--- config.mk ---
export PLATFORM = sky130hd
export DESIGN_NAME = fp_mul_issue_flat
export DESIGN_NICKNAME = d
export VERILOG_FILES = /design/src/rtl/fp_mul_issue_if.sv /design/src/rtl/fp_mul_issue.sv /design/src/flat_wrapper.sv
export SDC_FILE = /design/constraint.sdc
export NUM_CORES = 1
export LEC_CHECK = 0
export CORE_ASPECT_RATIO = 0.6
export CORE_UTILIZATION = 54
export DETAILED_ROUTE_END_ITERATION = 16
export MAX_ROUTING_LAYER = met4
export PLACE_DENSITY = 0.8
export SLEW_MARGIN = 0
export SYNTH_ARGS = -nofsm -noshare
export SYNTH_HDL_FRONTEND = slang
export SYNTH_SLANG_ARGS = --single-unit
--- constraint.sdc ---
create_clock -name clk -period 3.8 [get_ports clk]
set_input_delay 0.38 -clock clk [delete_from_list [all_inputs] [get_ports clk]]
set_output_delay 0.38 -clock clk [all_outputs]
set_load 0.02 [all_outputs]
--- src/rtl/fp_mul_issue_if.sv ---
// rtl/fp_mul_issue_if.sv - operand, multiplier and result stream signals of fp_mul_issue
interface fp_mul_issue_if #(
  parameter int TAG_W = 4
);
  logic             in_valid;
  logic             in_ready;
  logic [31:0]      in_op1;
  logic [31:0]      in_op2;
  logic [TAG_W-1:0] in_tag;

  logic             mul_ready;
  logic [31:0]      mul_op1;
  logic [31:0]      mul_op2;
  logic [31:0]      mul_res;
  logic             mul_done;

  logic             out_valid;
  logic             out_ready;
  logic [31:0]      out_res;
  logic [TAG_W-1:0] out_tag;

  // Issue-stage side
  modport slave (
    input  in_valid, in_op1, in_op2, in_tag, mul_res, mul_done, out_ready,
    output in_ready, mul_ready, mul_op1, mul_op2, out_valid, out_res, out_tag
  );

  // Producer / multiplier / consumer side
  modport master (
    output in_valid, in_op1, in_op2, in_tag, mul_res, mul_done, out_ready,
    input  in_ready, mul_ready, mul_op1, mul_op2, out_valid, out_res, out_tag
  );
endinterface

--- src/rtl/fp_mul_issue.sv ---
// rtl/fp_mul_issue.sv - serialising issue stage for the sequential fp multiplier (optional watchdog: FP_MUL_ISSUE_TIMEOUT_EN)
module fp_mul_issue #(
  parameter int DEPTH   = 4,
  parameter int TAG_W   = 4,
  parameter int TIMEOUT = 255
) (
  input  logic          clk,
  input  logic          rst,
  fp_mul_issue_if.slave bus,
  output logic          busy,
  output logic          err_timeout
);

  localparam int AW = $clog2(DEPTH);

  typedef enum logic [1:0] {IDLE, ISSUE, WAIT} state_t;

  state_t state;
  state_t state_nx;

  logic [31:0]      mem_op1 [DEPTH];
  logic [31:0]      mem_op2 [DEPTH];
  logic [TAG_W-1:0] mem_tag [DEPTH];
  logic [AW:0]      wr_ptr;
  logic [AW:0]      rd_ptr;
  logic             empty;
  logic             full;
  logic             push;
  logic             pop;
  logic             done_ok;
  logic             timeout_hit;
  logic [TAG_W-1:0] tag_q;

  // Extra pointer MSB distinguishes full from empty when the indices match
  assign empty         = (wr_ptr == rd_ptr);
  assign full          = (wr_ptr[AW] != rd_ptr[AW]) && (wr_ptr[AW-1:0] == rd_ptr[AW-1:0]);
  assign push          = bus.in_valid && !full;
  assign bus.in_ready  = !full;
  assign busy          = (state != IDLE) || !empty;
  assign done_ok       = (state == WAIT) && bus.mul_done;

  // FSM state register
  always_ff @(posedge clk or negedge rst) begin
    if (!rst) state <= IDLE;
    else      state <= state_nx;
  end

  // Next state, pop and start pulse; issue only when the result slot will be free
  always_comb begin
    state_nx      = state;
    pop           = 1'b0;
    bus.mul_ready = 1'b0;
    case (state)
      IDLE: begin
        if (!empty && (!bus.out_valid || bus.out_ready)) begin
          pop      = 1'b1;
          state_nx = ISSUE;
        end
      end
      ISSUE: begin
        bus.mul_ready = 1'b1;
        state_nx      = WAIT;
      end
      WAIT: begin
        if (bus.mul_done || timeout_hit) state_nx = IDLE;
      end
      default: state_nx = IDLE;
    endcase
  end

  // FIFO storage; contents need no reset since the pointers define validity
  always_ff @(posedge clk) begin
    if (push) begin
      mem_op1[wr_ptr[AW-1:0]] <= bus.in_op1;
      mem_op2[wr_ptr[AW-1:0]] <= bus.in_op2;
      mem_tag[wr_ptr[AW-1:0]] <= bus.in_tag;
    end
  end

  // FIFO pointers
  always_ff @(posedge clk or negedge rst) begin
    if (!rst) begin
      wr_ptr <= '0;
      rd_ptr <= '0;
    end else begin
      if (push) wr_ptr <= wr_ptr + 1'b1;
      if (pop)  rd_ptr <= rd_ptr + 1'b1;
    end
  end

  // Operand and tag registers, loaded from the FIFO head and held through WAIT
  always_ff @(posedge clk or negedge rst) begin
    if (!rst) begin
      bus.mul_op1 <= '0;
      bus.mul_op2 <= '0;
      tag_q       <= '0;
    end else if (pop) begin
      bus.mul_op1 <= mem_op1[rd_ptr[AW-1:0]];
      bus.mul_op2 <= mem_op2[rd_ptr[AW-1:0]];
      tag_q       <= mem_tag[rd_ptr[AW-1:0]];
    end
  end

  // Result slot: a capture wins over the consumer's take in the same cycle
  always_ff @(posedge clk or negedge rst) begin
    if (!rst) begin
      bus.out_valid <= 1'b0;
      bus.out_res   <= '0;
      bus.out_tag   <= '0;
    end else if (done_ok) begin
      bus.out_valid <= 1'b1;
      bus.out_res   <= bus.mul_res;
      bus.out_tag   <= tag_q;
    end else if (bus.out_valid && bus.out_ready) begin
      bus.out_valid <= 1'b0;
    end
  end

`ifdef FP_MUL_ISSUE_TIMEOUT_EN
  localparam logic [8:0] WD_LAST = 9'(TIMEOUT - 1);

  logic [8:0] wd_cnt;

  // Fires on the edge where the count would reach TIMEOUT; a same-cycle done wins
  assign timeout_hit = (state == WAIT) && !bus.mul_done && (wd_cnt == WD_LAST);

  // Watchdog counter restarts on every WAIT entry; error flag is sticky
  always_ff @(posedge clk or negedge rst) begin
    if (!rst) begin
      wd_cnt      <= '0;
      err_timeout <= 1'b0;
    end else begin
      if (state == ISSUE)     wd_cnt <= '0;
      else if (state == WAIT) wd_cnt <= wd_cnt + 9'd1;
      if (timeout_hit) err_timeout <= 1'b1;
    end
  end
`else
  assign timeout_hit = 1'b0;
  assign err_timeout = 1'b0;
`endif

endmodule

--- src/flat_wrapper.sv ---
// flat-port wrapper written by rule: the top's interface ports become plain ports
module fp_mul_issue_flat 
#(
  parameter int DEPTH   = 4,
  parameter int TAG_W   = 4,
  parameter int TIMEOUT = 255
)
  (clk, rst, busy, err_timeout, bus_in_valid, bus_in_op1, bus_in_op2, bus_in_tag, bus_mul_res, bus_mul_done, bus_out_ready, bus_in_ready, bus_mul_ready, bus_mul_op1, bus_mul_op2, bus_out_valid, bus_out_res, bus_out_tag);
  fp_mul_issue_if #(.TAG_W(TAG_W)) bus_i ();
  input  logic clk;
  input  logic rst;
  output logic busy;
  output logic err_timeout;
  input wire logic [$bits(bus_i.in_valid)-1:0] bus_in_valid;
  input wire logic [$bits(bus_i.in_op1)-1:0] bus_in_op1;
  input wire logic [$bits(bus_i.in_op2)-1:0] bus_in_op2;
  input wire logic [$bits(bus_i.in_tag)-1:0] bus_in_tag;
  input wire logic [$bits(bus_i.mul_res)-1:0] bus_mul_res;
  input wire logic [$bits(bus_i.mul_done)-1:0] bus_mul_done;
  input wire logic [$bits(bus_i.out_ready)-1:0] bus_out_ready;
  output wire logic [$bits(bus_i.in_ready)-1:0] bus_in_ready;
  output wire logic [$bits(bus_i.mul_ready)-1:0] bus_mul_ready;
  output wire logic [$bits(bus_i.mul_op1)-1:0] bus_mul_op1;
  output wire logic [$bits(bus_i.mul_op2)-1:0] bus_mul_op2;
  output wire logic [$bits(bus_i.out_valid)-1:0] bus_out_valid;
  output wire logic [$bits(bus_i.out_res)-1:0] bus_out_res;
  output wire logic [$bits(bus_i.out_tag)-1:0] bus_out_tag;
  assign bus_i.in_valid = bus_in_valid;
  assign bus_i.in_op1 = bus_in_op1;
  assign bus_i.in_op2 = bus_in_op2;
  assign bus_i.in_tag = bus_in_tag;
  assign bus_i.mul_res = bus_mul_res;
  assign bus_i.mul_done = bus_mul_done;
  assign bus_i.out_ready = bus_out_ready;
  assign bus_in_ready = bus_i.in_ready;
  assign bus_mul_ready = bus_i.mul_ready;
  assign bus_mul_op1 = bus_i.mul_op1;
  assign bus_mul_op2 = bus_i.mul_op2;
  assign bus_out_valid = bus_i.out_valid;
  assign bus_out_res = bus_i.out_res;
  assign bus_out_tag = bus_i.out_tag;
  fp_mul_issue #(.DEPTH(DEPTH), .TAG_W(TAG_W), .TIMEOUT(TIMEOUT)) u_core (.clk(clk), .rst(rst), .bus(bus_i), .busy(busy), .err_timeout(err_timeout));
endmodule
# Yosys cells after proc, flatten, opt, wreduce, memory -nomap -nowiden
# Memories as Yosys holds them, arrays and structs flattened. A register that Yosys moved wholly into a read port is not among the register bits.
# Index checks and enable logic that the tools add are counted.
[op_classes] n_reduce_logical=17 eq_ne=7 n_lt_le_gt_ge=0 n_mul=0 div_mod_pow=0 mux=10 n_bitwise=0 shift=0 add_sub_neg=2
[op_table] op="two-way mux 1 bit" count=7
[op_table] op="adder 3 x 1 -> 3 bit, second input constant" count=2
[op_table] op="zero test 1 bit" count=6
[op_table] op="one-hot mux 2 bit (3 select lines)" count=1
[op_table] op="logical AND 1 bit" count=5
[op_table] op="two-way mux 2 bit" count=2
[op_table] op="nonzero test 2 bit" count=2
[op_table] op="equality test 3 bit" count=1
[op_table] op="equality test 2 x 1 -> 1 bit, second input constant" count=1
[op_table] op="equality test 2 bit" count=1
[op_table] op="equality test 2 bit, second input constant" count=1
[op_table] op="zero test 2 bit" count=1
[op_table] op="logical OR 1 bit" count=2
[op_table] op="inequality test 2 x 1 -> 1 bit, second input constant" count=1
[op_table] op="inequality test 2 bit, second input constant" count=1
[op_table] op="AND reduction 2 bit" count=1
[op_table] op="inequality test 1 bit" count=1
[word_totals] latch_bits=0 rom_bits=0 wordCells=45 ram_bits=272 inputBits=105 out_inout_bits=105 ff_bits=45 n_memories=3
[memory_table] memory="u_core.mem_op1" depth=4 width=32 read_ports=1 rd_clocked_by_memory_dff=1 write_ports=1 line="fp_mul_issue.sv:21" text="logic [31:0] mem_op1 [DEPTH];"
[memory_table] memory="u_core.mem_op2" depth=4 width=32 read_ports=1 rd_clocked_by_memory_dff=1 write_ports=1 line="fp_mul_issue.sv:22" text="logic [31:0] mem_op2 [DEPTH];"
[memory_table] memory="u_core.mem_tag" depth=4 width=4 read_ports=1 rd_clocked_by_memory_dff=1 write_ports=1 line="fp_mul_issue.sv:23" text="logic [TAG_W-1:0] mem_tag [DEPTH];"

# Depth between registers and ports, before layout
[depth] depth_word=6 mapped_depth=6 mapped_depth_nobuf=4

# Least setup slack after synthesis
# Ideal clock, no wire load.
[synth_timing] kind="reg2reg" startpoint="register u_core.wr_ptr[2]" endpoint="memory u_core.mem_op1[3][0], enable pin" setup_time_ns=0.435 path_slack_ns=0.616 path_stages_with_launch=4 arrival_ns=2.748 path_cell_list="dfrtp_1 xnor2_1 nand3b_1 and3_1"
[synth_via] elab_chain_len=6
[synth_rtl] item="start: declaration" line="fp_mul_issue.sv:24" text="logic [AW:0] wr_ptr;"
[synth_rtl] item="start signal: assignment" line="fp_mul_issue.sv:86" text="if (push) wr_ptr <= wr_ptr + 1'b1;"
[synth_rtl] item="inequality test 1 bit" line="fp_mul_issue.sv:36" text="assign full = (wr_ptr[AW] != rd_ptr[AW]) && (wr_ptr[AW-1:0] == rd_ptr[AW-1:0]);"
[synth_rtl] item="logical AND 1 bit" line="fp_mul_issue.sv:36"
[synth_rtl] item="zero test 1 bit"
[synth_rtl] item="via bus_in_ready" line="flat_wrapper.sv:21" text="output wire logic [$bits(bus_i.in_ready)-1:0] bus_in_ready;"
[synth_rtl] item="logical AND 1 bit" line="fp_mul_issue.sv:37" text="assign push = bus.in_valid && !full;"
[synth_rtl] item="two-way mux 1 bit" line="fp_mul_issue.sv:73" text="if (push) begin"
[synth_rtl] item="two-way mux 1 bit (not written as such)" line="fp_mul_issue.sv:74" text="mem_op1[wr_ptr[AW-1:0]] <= bus.in_op1;"
[synth_rtl] item="end: declaration" line="fp_mul_issue.sv:21"
# The timed path passes the listed nets, and every way through them passes these cells.

# Worst setup path in the final report
[layout_timing] startpoint="register u_core.rd_ptr[0]" endpoint="output bus_in_ready"
[layout_via] elab_chain_len=3
[layout_rtl] item="start: declaration" line="fp_mul_issue.sv:25" text="logic [AW:0] rd_ptr;"
[layout_rtl] item="start signal: assignment" line="fp_mul_issue.sv:87" text="if (pop) rd_ptr <= rd_ptr + 1'b1;"
[layout_rtl] item="equality test 2 bit" line="fp_mul_issue.sv:36"
[layout_rtl] item="logical AND 1 bit" line="fp_mul_issue.sv:36"
[layout_rtl] item="zero test 1 bit" line="fp_mul_issue.sv:38" text="assign bus.in_ready = !full;"
[layout_rtl] item="end: declaration" line="flat_wrapper.sv:21"
# No other way between the ends.

==> key figures <==
Global route
  • Aggregate global routing overflow: 0
  • Vias in the first global route: 7319
  • Initial antenna violation count: 2
  • Largest net degree at the start of global routing: 71
  • Total track usage: 0.2216
  • First-pass GRT wire length: 42.65 mm

Worst setup path
  • Critical path fanouts, max: 30
  • FF-to-FF path depth: 3
  • Worst Path Class, Setup: flip-flop to output pin
  • Worst Setup End Kind: output pin
  • CP arrival: approximately 2.6 ns
  • R2r setup slk: ~1.0 ns
  • Worst setup SP type: flip-flop
  • Worst EP required: approximately 3.4 ns

Route
  • Avg WL per Cell: ~23 um
  • Vias/cell: 5.465
  • DRC: 0
  • Router iterations before antenna repair: 4
  • DRT antenna net count: 0
  • Detailed Route WL: 27.83 mm
  • Total via count in the routed design: between 6000 and 7000
  • DRT iter0 DRCs: around 400

Floorplan
  • Total core area: around 26000 um2
  • Row count: 45
  • Die area: 26940 um2
  • DIE HEIGHT: 127.6 um
  • I/O Pins: 210
  • Die W: between 200 and 250 um
  • Starting Density: 0.5550

Timing
  • Final worst setup slack: ~0.83 ns
  • Slew headroom: 0.2641
  • Worst Skew: between 0.02 and 0.025 ns
  • Setup violators final: 0
  • Final setup TNS: 0 ns
  • Clock period minus final worst setup slack: roughly 3.0 ns
  • Max Fclk: between 300 and 400 MHz
  • Slew Viols, Final: 0
  • Measured slew at the worst slew-check pin: roughly 1.1 ns
  • Hold Violations, Final: 0
  • RSZ-0062 raised after global routing: false
  • Final Cycle Share: 0.7824

Logic synthesis
  • Post-synth top flop: edfxtp_1
  • Ys async rst share: 0.2935
  • Mapped Cells: 620
  • Post-synthesis instance area: 14190 um2
  • Synth warn: 0
  • Seq/Total Area, Yosys: 0.7751
  • Synthesized area per cell: 22.88 um2
  • Syn_nets: 730
  • Synth unique cells: 26
  • Synth Register Bits: 385
  • EDFF count, synth: 272

Clocking
  • Worst-path clk slew: ~0.070 ns
  • Clk sink count: approximately 390
  • Post-CTS Setup Inserts: 0
  • CTS tree: built
  • TritonCTS buffer count: 36
  • Hold Buf Count CTS: 1
  • Resized cells post-CTS: 0
  • CTS Root Cell: clkbuf_16
  • H-tree depth: 2
  • Worst-skew pair later-pin latency: 0.53 ns
  • Clk buf depth: 3

Power
  • Static Leak: 6.310 nW
  • Pwr per Cell Area: between 800 and 900 nW/um2
  • Maximum vdd drop: 0.5123 mV

Status
  • Outcome: finished, final reports clean

Placement
  • Buffers on Ports: ~210
  • Final GP Congestion: 0.7388
  • Post-Place Cell Area: 16620 um2
  • DP Wirelength: around 17 mm
  • Pre-CTS setup slack: between 0.9 and 1 ns

Finish
  • Final instance area: about 18000 um2
  • Area grow syn2layout: 26.14%
  • Most common cell after layout, fill and taps aside: edfxtp_1
  • Nets: 957
  • Layout cells sized above 1: 0.2434
  • Most frequent cells in the layout: edfxtp_1, clkdlybuf4s50_1, dfrtp_1, mux4_2, mux2_2

Job
  • Max Cap Viol: 0

Min path
  • Hold Path Class: input port to async pin
Yosys cell counts, types with 2 or more instances:
cell type / count / share of area
and3_1: 4 / 0.0018
buf_1: 4 / 0.0011
buf_2: 4 / 0.0014
buf_4: 4 / 0.0021
buf_6: 7 / 0.0056
clkbuf_1: 9 / 0.0024
dfrtp_1: 113 / 0.20
edfxtp_1: 272 / 0.58
ha_1: 5 / 0.0044
inv_1: 2 / 0.00053
mux2_1: 38 / 0.030
mux2_2: 61 / 0.048
mux2_4: 7 / 0.0074
mux4_2: 68 / 0.11
nand2_1: 3 / 0.00079
nand3b_1: 2 / 0.0011
nor2b_1: 2 / 0.00088
or2_2: 2 / 0.00088
xnor2_1: 5 / 0.0031
xor2_1: 2 / 0.0012
where the power goes:
part	switching, mW	internal [mW]
clock network	1.55	2.26
logic	2.64	2.80
registers	0.630	5.93
metal layers:
layer | track usage | vias up | part of all wire
li1 | - | 2933 | -
met1 | 0.3137 | 3490 | 0.45
met2 | 0.3301 | 261 | 0.46
met3 | 0.05457 | 32 | 0.080
met4 | 0.05072 | 0 | 0.013
met5 | - | - | 0
registers in the layout, summed over array words and instances (netlist names):
name,count
u_core.bus.out_valid,1
u_core.rd_ptr,3
u_core.bus.out_res,32
u_core.bus.mul_op2,32
u_core.bus.mul_op1,32
u_core.tag_q,4
u_core.mem_op1,128
u_core.wr_ptr,3
u_core.bus.out_tag,4
u_core.state,2
u_core.mem_tag,16
u_core.mem_op2,128
worst paths after layout:
kind,start,end
max,u_core.rd_ptr[0]$_DFFE_PN0P_,bus_in_ready
min,rst,u_core.bus.mul_op1[17]$_DFFE_PN0P_
max reg2reg,u_core.rd_ptr[0]$_DFFE_PN0P_,u_core.mem_op2[1][31]$_DFFE_PP_
min reg2reg,u_core.tag_q[1]$_DFFE_PN0P_,u_core.tag_q[1]$_DFFE_PN0P_
max in group asynchronous,rst,u_core.bus.out_res[4]$_DFFE_PN0P_
min in group clk,bus_mul_res[28],u_core.bus.out_res[28]$_DFFE_PN0P_
cell type report:
class | instances | area [um2]
Sequential cell | 385 | 11000
Fill cell | 1532 | 7667
Multi-Input combinational cell | 205 | 3025
Timing Repair Buffer | 217 | 2150
Clock buffer | 45 | 975.9
Tap cell | 352 | 440.4
Clock inverter | 21 | 287.8
Inverter | 2 | 7.507
Antenna cell | 2 | 5.005
critical path, stage by stage, from the launching register on:
cell and delay (ns):
dfrtp_4 0.71, xnor2_1 0.44, nand3b_1 0.28, clkdlybuf4s50_1 0.64
metrics by stage:
stage | utilization | total power, mW | hold WS (ns) | instances
6_report | 0.7000 | 15.81 | 0.4096 | 1229
3_3_place_gp | 0.6500 | 11.95 | 0.4400 | 1160
4_1_cts | 0.6999 | 16.00 | 0.4232 | 1227
2_1_floorplan | - | 10.05 | 0.08441 | 620
5_1_grt | 0.7000 | 16.57 | 0.4574 | 1229
3_5_place_dp | 0.6500 | 12.15 | 0.4476 | 1160
cells by family (layout without fill, tap and decap cells):
family | after synthesis | count (layout) | share of synthesized area
flops | 385 | 385 | 0.7751
mux | 174 | 174 | 0.1939
buf+inv | 30 | 285 | 0.01305
simple gates | 17 | 17 | 0.007055
xor+xnor | 7 | 7 | 0.004322
fa+ha+maj | 5 | 5 | 0.004410
other cells | 1 | 3 | 0.0002643
compound gates | 1 | 1 | 0.001853
No activity file was read; power rests on OpenSTA's default activity.
